--- src/rtl/controle_busca_instrucao.sv ---
// Instruction-fetch sequencer: owns the PC, waits out the memory read latency and hands
// the latched instruction to decode. Optional fetch counter under `CONTADOR_BUSCAS_EN`.
module controle_busca_instrucao #(
  parameter int unsigned                 LARGURA_END      = 8,
  parameter int unsigned                 LARGURA_INSTR    = 8,
  parameter logic [LARGURA_END-1:0]      ENDERECO_INICIAL = 8'h00,
  parameter int unsigned                 LATENCIA_MEM     = 1,
  parameter logic [LARGURA_INSTR-1:0]    OPCODE_PARADA    = 8'hFF
) (
  input  logic                     Clock,
  input  logic                     Reset,
  output logic [LARGURA_END-1:0]   Endereco,
  input  logic [LARGURA_INSTR-1:0] Instrucao,
  output logic [LARGURA_INSTR-1:0] RegInstrucao,
  output logic [LARGURA_END-1:0]   PC,
  output logic                     InstrucaoValida,
  input  logic                     Aceita,
  input  logic                     Desvio,
  input  logic [LARGURA_END-1:0]   AlvoDesvio,
  output logic                     Parado
`ifdef CONTADOR_BUSCAS_EN
  ,
  output logic [15:0]              NumBuscas
`endif
);

  typedef enum logic [1:0] {INICIO, BUSCA, ENTREGA, PARADO} estado_t;

  localparam logic [1:0] LAT_FIM = 2'(LATENCIA_MEM);

  estado_t                  r_estado, w_prox;
  logic [1:0]               r_cont;
  logic [LARGURA_END-1:0]   r_end, r_pc;
  logic [LARGURA_INSTR-1:0] r_ri;
  logic                     r_valida, r_parado;
  logic                     w_fim_busca, w_entrega, w_parada;

  assign w_parada = (r_ri == OPCODE_PARADA);

  always_ff @(posedge Clock or negedge Reset) begin
    if (!Reset) r_estado <= INICIO;
    else        r_estado <= w_prox;
  end

  always_comb begin
    w_prox      = r_estado;
    w_fim_busca = 1'b0;
    w_entrega   = 1'b0;
    case (r_estado)
      INICIO:  w_prox = BUSCA;
      BUSCA: begin
        if (r_cont == LAT_FIM) begin
          w_fim_busca = 1'b1;
          w_prox      = ENTREGA;
        end
      end
      ENTREGA: begin
        if (r_valida && Aceita) begin
          w_entrega = 1'b1;
          w_prox    = w_parada ? PARADO : BUSCA;
        end
      end
      default: w_prox = PARADO;
    endcase
  end

  // Counter restarts at 0 on every entry into BUSCA, so BUSCA lasts LATENCIA_MEM+1 cycles.
  always_ff @(posedge Clock or negedge Reset) begin
    if (!Reset) begin
      r_cont   <= '0;
      r_end    <= ENDERECO_INICIAL;
      r_pc     <= ENDERECO_INICIAL;
      r_ri     <= '0;
      r_valida <= 1'b0;
      r_parado <= 1'b0;
    end else begin
      if (r_estado == BUSCA && !w_fim_busca) r_cont <= r_cont + 2'd1;
      else                                   r_cont <= '0;
      if (w_fim_busca) begin
        r_ri     <= Instrucao;
        r_pc     <= r_end;
        r_valida <= 1'b1;
      end
      if (w_entrega) begin
        r_valida <= 1'b0;
        if (w_parada)    r_parado <= 1'b1;
        else if (Desvio) r_end    <= AlvoDesvio;
        else             r_end    <= r_pc + LARGURA_END'(1);
      end
    end
  end

`ifdef CONTADOR_BUSCAS_EN
  logic [15:0] r_num;
  always_ff @(posedge Clock or negedge Reset) begin
    if (!Reset)                        r_num <= '0;
    else if (w_entrega && r_num != '1) r_num <= r_num + 16'd1;
  end
  assign NumBuscas = r_num;
`endif

  assign Endereco        = r_end;
  assign PC              = r_pc;
  assign RegInstrucao    = r_ri;
  assign InstrucaoValida = r_valida;
  assign Parado          = r_parado;

endmodule
--- config.mk ---
export PLATFORM = sky130hd
export DESIGN_NAME = controle_busca_instrucao
export DESIGN_NICKNAME = d
export VERILOG_FILES = /design/src/rtl/controle_busca_instrucao.sv
export SDC_FILE = /design/constraint.sdc
export NUM_CORES = 1
export LEC_CHECK = 0
export CAP_MARGIN = 25
export CORE_MARGIN = 2
export CORE_UTILIZATION = 40
export DETAILED_ROUTE_END_ITERATION = 10
export GPL_TIMING_DRIVEN = 0
export PLACE_DENSITY = 0.75
export SLEW_MARGIN = 20
export SYNTH_ARGS = -nofsm -noshare
export SYNTH_HDL_FRONTEND = slang
export SYNTH_SLANG_ARGS = --single-unit
--- constraint.sdc ---
create_clock -name Clock -period 1.6 [get_ports Clock]
set_clock_uncertainty 0.05 [all_clocks]
set_input_delay 0.4 -clock Clock [delete_from_list [all_inputs] [get_ports Clock]]
set_output_delay 0.4 -clock Clock [all_outputs]
set_load 0.01 [all_outputs]
==> summary.md <==
| Metric | Value |
|---|---|
| Total CTS buffers | 5 |
| Post-DRT Antenna Nets | 0 |
| Starting Density | 0.4276 |
| Max-Slew Margin vs Limit | 0.5625 |
| First-pass detailed-route iteration total | 3 |
| Period utilisation layout | 0.9901 |
| Sequential share of power | 0.608 |
| I/O pin count | 46 |
| Fraction of registers with async set/reset | 1.000 |
| Worst slew pin tran | about 0.66 ns |
| Power Dens Cells | 645.0 nW/um2 |
| Count of maximum capacitance violations | 0 |
| Final WL | 3147 um |
| Count leader, synth | dfrtp_1 |
| Avg Inst Size Synth | 11.63 um2 |
| Residual DRC | 0 |
| Antenna violations before repair | 0 |
| Area growth syn-to-layout | 47.90% |
| Data required, critical path | between 1.5 and 2 ns |
| Die W | just over 60 um |
| Crit Path Category | flip-flop to flip-flop |
| Placer congestion estimate | 0.7623 |
| Post-DR wirelength/cell | around 14 um |
| Max-slew violation count | 0 |
| Arrival time worst endpoint | ~1.8 ns |
| FP Rows | 20 |
| First-pass GRT wire length | 5030 um |
| Via count | 1,120 |
| H-tree Lvls | 2 |
| Grt ovf | 0 |
| Area of the multi-input gates | 593.1 um2 |
| Initial drt markers | 33 |
| Fin crit period | roughly 1.6 ns |
| Area contributors post-synth | dfrtp_1, mux2_2, nand2_1 |
| Final hold slack | 0.05438 ns |
| Switching Fraction | 0.2196 |
| Clk_lat worst skew | 0.32 ns |
| GRT met2 Usage | 0.3248 |
| CP Capture Type | flip-flop |
| Reg area | 754.5 um2 |
| Vias in the first global route | between 1,000 and 1,500 |
| Core ar. | about 3100 um2 |
| Die ar. | 3822 um2 |
| Synth area leader | dfrtp_1 |
| Post-synthesis register bit count | 30 |
| Post-synthesis cell area | 1338 um2 |
| Mapped Cells | 115 |
| Psw | 0.2802 mW |
| Clock power share | 0.309 |
| Fmax | ~630 MHz |
| Register area share after synthesis | 0.5613 |
| Fillers | 279 |
| Post-Syn Nets | 137 |
| Synth cell count leaders | dfrtp_1, mux2_2, nand2_1, o21ai_0, nor2_1 |
| Met3 Use GR | 0.06418 |
| VDD IR-drop max | 0.4515 mV |
| CTS tree | done |
| Synth top area share | 0.5613 |
| Busiest layer in global routing | met2 |
| Logic pwr share | 0.083 |
| Status | complete, no violations |
| Largest net degree at the start of global routing | 31 |
| Fin. Hold Viols | 0 |
| Setup crit start kind | flip-flop |
| P_leak | 0.9900 nW |
| Clock root buffer | clkbuf_4 |
| Post-synth top flop | dfrtp_1 |
| CTS Hold Bufs | 0 |
| Clock sinks | 30 |
| Hold Path Class | primary input to async pin |
| Place WS | -0.4302 ns |
| Die span in y | 61.83 um |
| Yosys cell types | 28 |
| Setup WS post-layout | 0.01588 ns |
| Total track usage | 0.1851 |
| EDFF count, synth | 0 |
| Port Buf Inserts | 45 |
| Met1 GRT Util | 0.2175 |
| Crit Path Max Fanout | 6 |
| Ant. Diodes | 0 |
| Unrepaired setup endpoints after global routing | true |
| Clock Path Buffers | 2 |
| YS warnings | 0 |
| Layout cells sized above 1 | 0.2458 |
| Worst-path clk slew | 0.09 ns |
| Post-detail-place hpwl | 2198 um |
| DR vias/cell | 5.022 |
| Power Internal | roughly 1 mW |
| Final setup fails | 0 |
| Layout net count | ~200 |
## registers in the layout, indices dropped and copies added, names as in the netlist
| name | cells |
|---|---|
| Endereco | 8 |
| InstrucaoValida | 1 |
| PC | 8 |
| Parado | 1 |
| RegInstrucao | 8 |
| r_cont | 2 |
| r_estado | 2 |
## power by group through the flow
| stage | clock network [mW] | registers (mW) | logic (mW) |
|---|---|---|---|
| 2_1_floorplan | 0 | 0.795 | 0.0230 |
| 3_3_place_gp | 0 | 0.790 | 0.114 |
| 3_5_place_dp | 0 | 0.791 | 0.115 |
| 4_1_cts | 0.411 | 0.775 | 0.107 |
| 5_1_grt | 0.443 | 0.777 | 0.116 |
| 6_report | 0.395 | 0.775 | 0.106 |
## metrics by stage
| step | util | total power [mW] | area (um2) | cells | TNS [ns] |
|---|---|---|---|---|---|
| finish | 0.6324 | 1.276 | 1978 | 223 | 0 |
| global route | 0.6324 | 1.336 | 1978 | 223 | -0.04192 |
| CTS | 0.6264 | 1.294 | 1959 | 223 | 0 |
| detailed placement | 0.5876 | 0.9061 | 1838 | 204 | -4.501 |
| global placement | 0.5892 | 0.9036 | 1843 | 204 | -15.99 |
| floorplan | - | 0.8178 | 1338 | 115 | 0 |
## area by class of cell
| type | count | area share |
|---|---|---|
| tap | 44 | 0.02783 |
| timing repair buffer | 57 | 0.2536 |
| multi-input combinational | 80 | 0.2998 |
| sequential | 30 | 0.3814 |
| buffer | 3 | 0.01075 |
| inverter | 2 | 0.003795 |
| clock buffer | 7 | 0.02277 |
## layer usage
layer,share of wire,vias to the layer above
met5,0,-
met4,0,0
met3,0.052,0
met2,0.50,35
met1,0.45,544
li1,-,541
## logic make-up (layout without fill, tap and decap cells)
logic type               after synthesis  after routing  synth area share
flip-flops                            30             30            0.5613
adder cells (fa/ha/maj)                2              2           0.01871
AO/OA/AOI/OAI                         20             20           0.08887
multiplexers                          20             20            0.1646
buffers and inverters                  5             69           0.01497
AND/OR/NAND/NOR                       34             34            0.1254
XOR/XNOR                               4              4           0.02620
## cells in the final DEF (no fill, tap or decap), types with 3 or more instances in the layout
| master | synthesis | final |
|---|---|---|
| dfrtp_1 | 30 | 27 |
| dlygate4sd2_1 | 0 | 27 |
| clkdlybuf4s50_1 | 0 | 17 |
| mux2_2 | 16 | 16 |
| nand2_1 | 13 | 13 |
| buf_4 | 0 | 12 |
| o21ai_0 | 8 | 8 |
| nor2_1 | 6 | 6 |
| a21oi_1 | 5 | 5 |
| clkbuf_4 | 0 | 5 |
| mux2i_1 | 4 | 4 |
| dfrtp_2 | 0 | 3 |
| nand4_1 | 3 | 3 |
| nand3_1 | 4 | 3 |
| xnor2_1 | 3 | 3 |
## what timing repair did
action	4_1_cts	5_1_grt
setup endpoints to repair	42	17
pin swaps	1	0
setup buffers	12	0
resized for setup	33	8
## worst paths after layout
kind	from	to	slack (ns)	cells past startpoint
worst max-delay path	r_estado[0]	Endereco[6]	0.02	4
worst min-delay path	Reset	RegInstrucao[0]	0.05	1
worst max register to register	r_estado[0]	Endereco[6]	0.02	4
worst min register to register	r_cont[0]	r_cont[0]	0.40	1
max in group asynchronous	Reset	PC[2]	0.98	1
min in group Clock	r_cont[0]	r_cont[0]	0.40	1
## worst max-delay path: stages (launching register included)
cell	delay, ns
dfrtp_2	0.45
and4b_2	0.33
o21ai_4	0.08
or4_1	0.51
o211ai_1	0.10
Note: power is estimated with default switching activity, not from simulation.
==> RTL edit, RTL diff (same settings) <==
The option `CONTADOR_BUSCAS_EN` is turned on by a define.
--- a/src/rtl/controle_busca_instrucao.sv
+++ b/src/rtl/controle_busca_instrucao.sv
@@ -1,5 +1,7 @@
 // Instruction-fetch sequencer: owns the PC, waits out the memory read latency and hands
 // the latched instruction to decode. Optional fetch counter under `CONTADOR_BUSCAS_EN`.
+`define CONTADOR_BUSCAS_EN
+
 module controle_busca_instrucao #(
   parameter int unsigned                 LARGURA_END      = 8,
   parameter int unsigned                 LARGURA_INSTR    = 8,
Behaviour (old outputs only; new: NumBuscas): unchanged (Yosys induction, for registers that start in step).
==> RTL edit against the original RTL <==
Sequential cell count grew 16. Sequential power grew 72%. Via count is 69% higher. Setup slack got worse by 0.0012 ns. Routed wire length is 76% higher. Total power is 100% higher. Final area up 74%. Count of clock-buffer cells in the layout stayed put. Synthesized area is 62% higher.
==> RTL edit: results (changes against the original RTL) <==
metric;value;unit;change
status;finished clean;;unchanged
layout.cells.non_filler;369;;was 223
synth-async-reset-ratio;1.00;;unchanged
synth_top_family_by_area;simple AND/OR/NAND/NOR gates;;was multiplexers
io_buffers;61;;was 45
leakage;1.74;nW;was 0.990 nW
drt_pre_antenna_iters;4;;was 3
syn-num-nets;213;;was 137
arrival;1.76;ns;was 1.78 ns
slew-limit-headroom;0.531;;was 0.563
cp_max_fo;5;;was 6
avgViaCountPerCell;5.12;;was 5.02
crit_path_end;Endereco[6];;unchanged
synth_compound_area_frac;0.0973;;was 0.0889
grt_pass1_wl;8.74;mm;was 5.03 mm
crit_slowest_cell;or4_4;;was or4_1
clk_pin_slew;0.08;ns;
synth_area_leaders;dfrtp_1 (53%), mux2_2 (8.8%), xor2_1 (4.0%), nand2_1 (3.6%), xnor2_1 (2.4%);;was dfrtp_1 (56%), mux2_2 (13%), nand2_1 (3.6%), mux2i_1 (3.0%), o21ai_0 (3.0%)
rr_worst_depth;5;;was 4
crit_start;PC[1];;was r_estado[0]
cts_root_buf;clkbuf_8;;was clkbuf_4
dp_slack;-0.511;ns;was -0.430 ns
ir_drop;0.000673;V;was 0.000451 V
synthCells;190;;was 115
grt_usage;0.182;;was 0.185
period_share;0.991;;was 0.990
synth_flop_cell;dfrtp_1;;unchanged
worst_hold_path_type;in -> async;;unchanged
place.detailed.instances;322;;was 204
clk_path_buf_depth;2;;unchanged
hpwl;3.32;mm;was 2.20 mm
synthAdderAreaFrac;0.0173;;was 0.0187
place_congestion;0.870;;was 0.762
largest_reg_flops;16;;
synth_warnings;0;;unchanged
antenna_found_initial;0;;unchanged
synth-seq-area-share;0.530;;was 0.561
drt_iter0_drc;56;;was 33
synthXorXnorAreaFrac;0.0645;;was 0.0262
layout-drive-gt1-share;0.355;;was 0.246
synth_mux_area_frac;0.112;;was 0.165
grt_max_degree;30;;was 31
wl;5.53;mm;was 3.15 mm
grt_pass1_vias;1831;;was 1172
clock_latency;0.29;ns;was 0.32 ns
yosys.cell_types.count;44;;was 28
ys_top_cells_by_count;dfrtp_1 (46), nand2_1 (21), mux2_2 (17), xor2_1 (10), o21ai_0 (9);;was dfrtp_1 (30), mux2_2 (16), nand2_1 (13), o21ai_0 (8), nor2_1 (6)
dpl_cell_area;2920;µm²;was 1840 µm²
-- RTL edit: changes by cell type after synthesis, sizes merged, moves of 3 or more --
cell   before  now
and3        1    4
nor3        1    4
nand4       3    7
xnor2       3    6
dfrtp      30   46
a21oi       5    9
xor2        1   10
a31oi       0    3
nand2      13   21
nand3       4    8
-- RTL edit: area by class of cell --
class                   instances  area [µm²]
repair buffers                101         910
flip-flops and latches         46        1160
plain buffers                   5        40.0
clock buffers                   7        86.3
multi-input cells             138        1150
fillers                       414        1730
well taps                      70        87.6
clock inverters                 1        5.00
inverters                       1        3.75
-- RTL edit: per-layer routing --
layer / vias up / part of all wire / GRT usage
li1: 902 / - / -
met1: 918 / 0.41 / 0.223
met2: 67 / 0.52 / 0.321
met3: 2 / 0.060 / 0.0384
met4: 0 / 0.0038 / 0.0518
met5: - / 0 / 0
-- RTL edit: power by group --
| group | switching, mW | leakage (nW) | internal (mW) |
|---|---|---|---|
| registers | 0.0734 | 0.593 | 1.25 |
| logic | 0.210 | 1.10 | 0.278 |
| clock network | 0.386 | 0.0482 | 0.349 |
-- RTL edit: repair_timing --
item                       CTS  global route
gates cloned                 0             0
resized for setup           61            26
buffers inserted            27            13
setup endpoints to repair   72            13
pin swaps                    2             6
-- RTL edit: worst min path at each step --
stage	start	to	slack, ns
2_1_floorplan	Reset	Endereco[0]	0.05
3_3_place_gp	r_cont[0]	r_cont[0]	0.37
3_5_place_dp	r_cont[0]	r_cont[0]	0.37
4_1_cts	Reset	NumBuscas[3]	0.11
5_1_grt	Reset	NumBuscas[1]	0.14
6_report	Reset	NumBuscas[4]	0.1
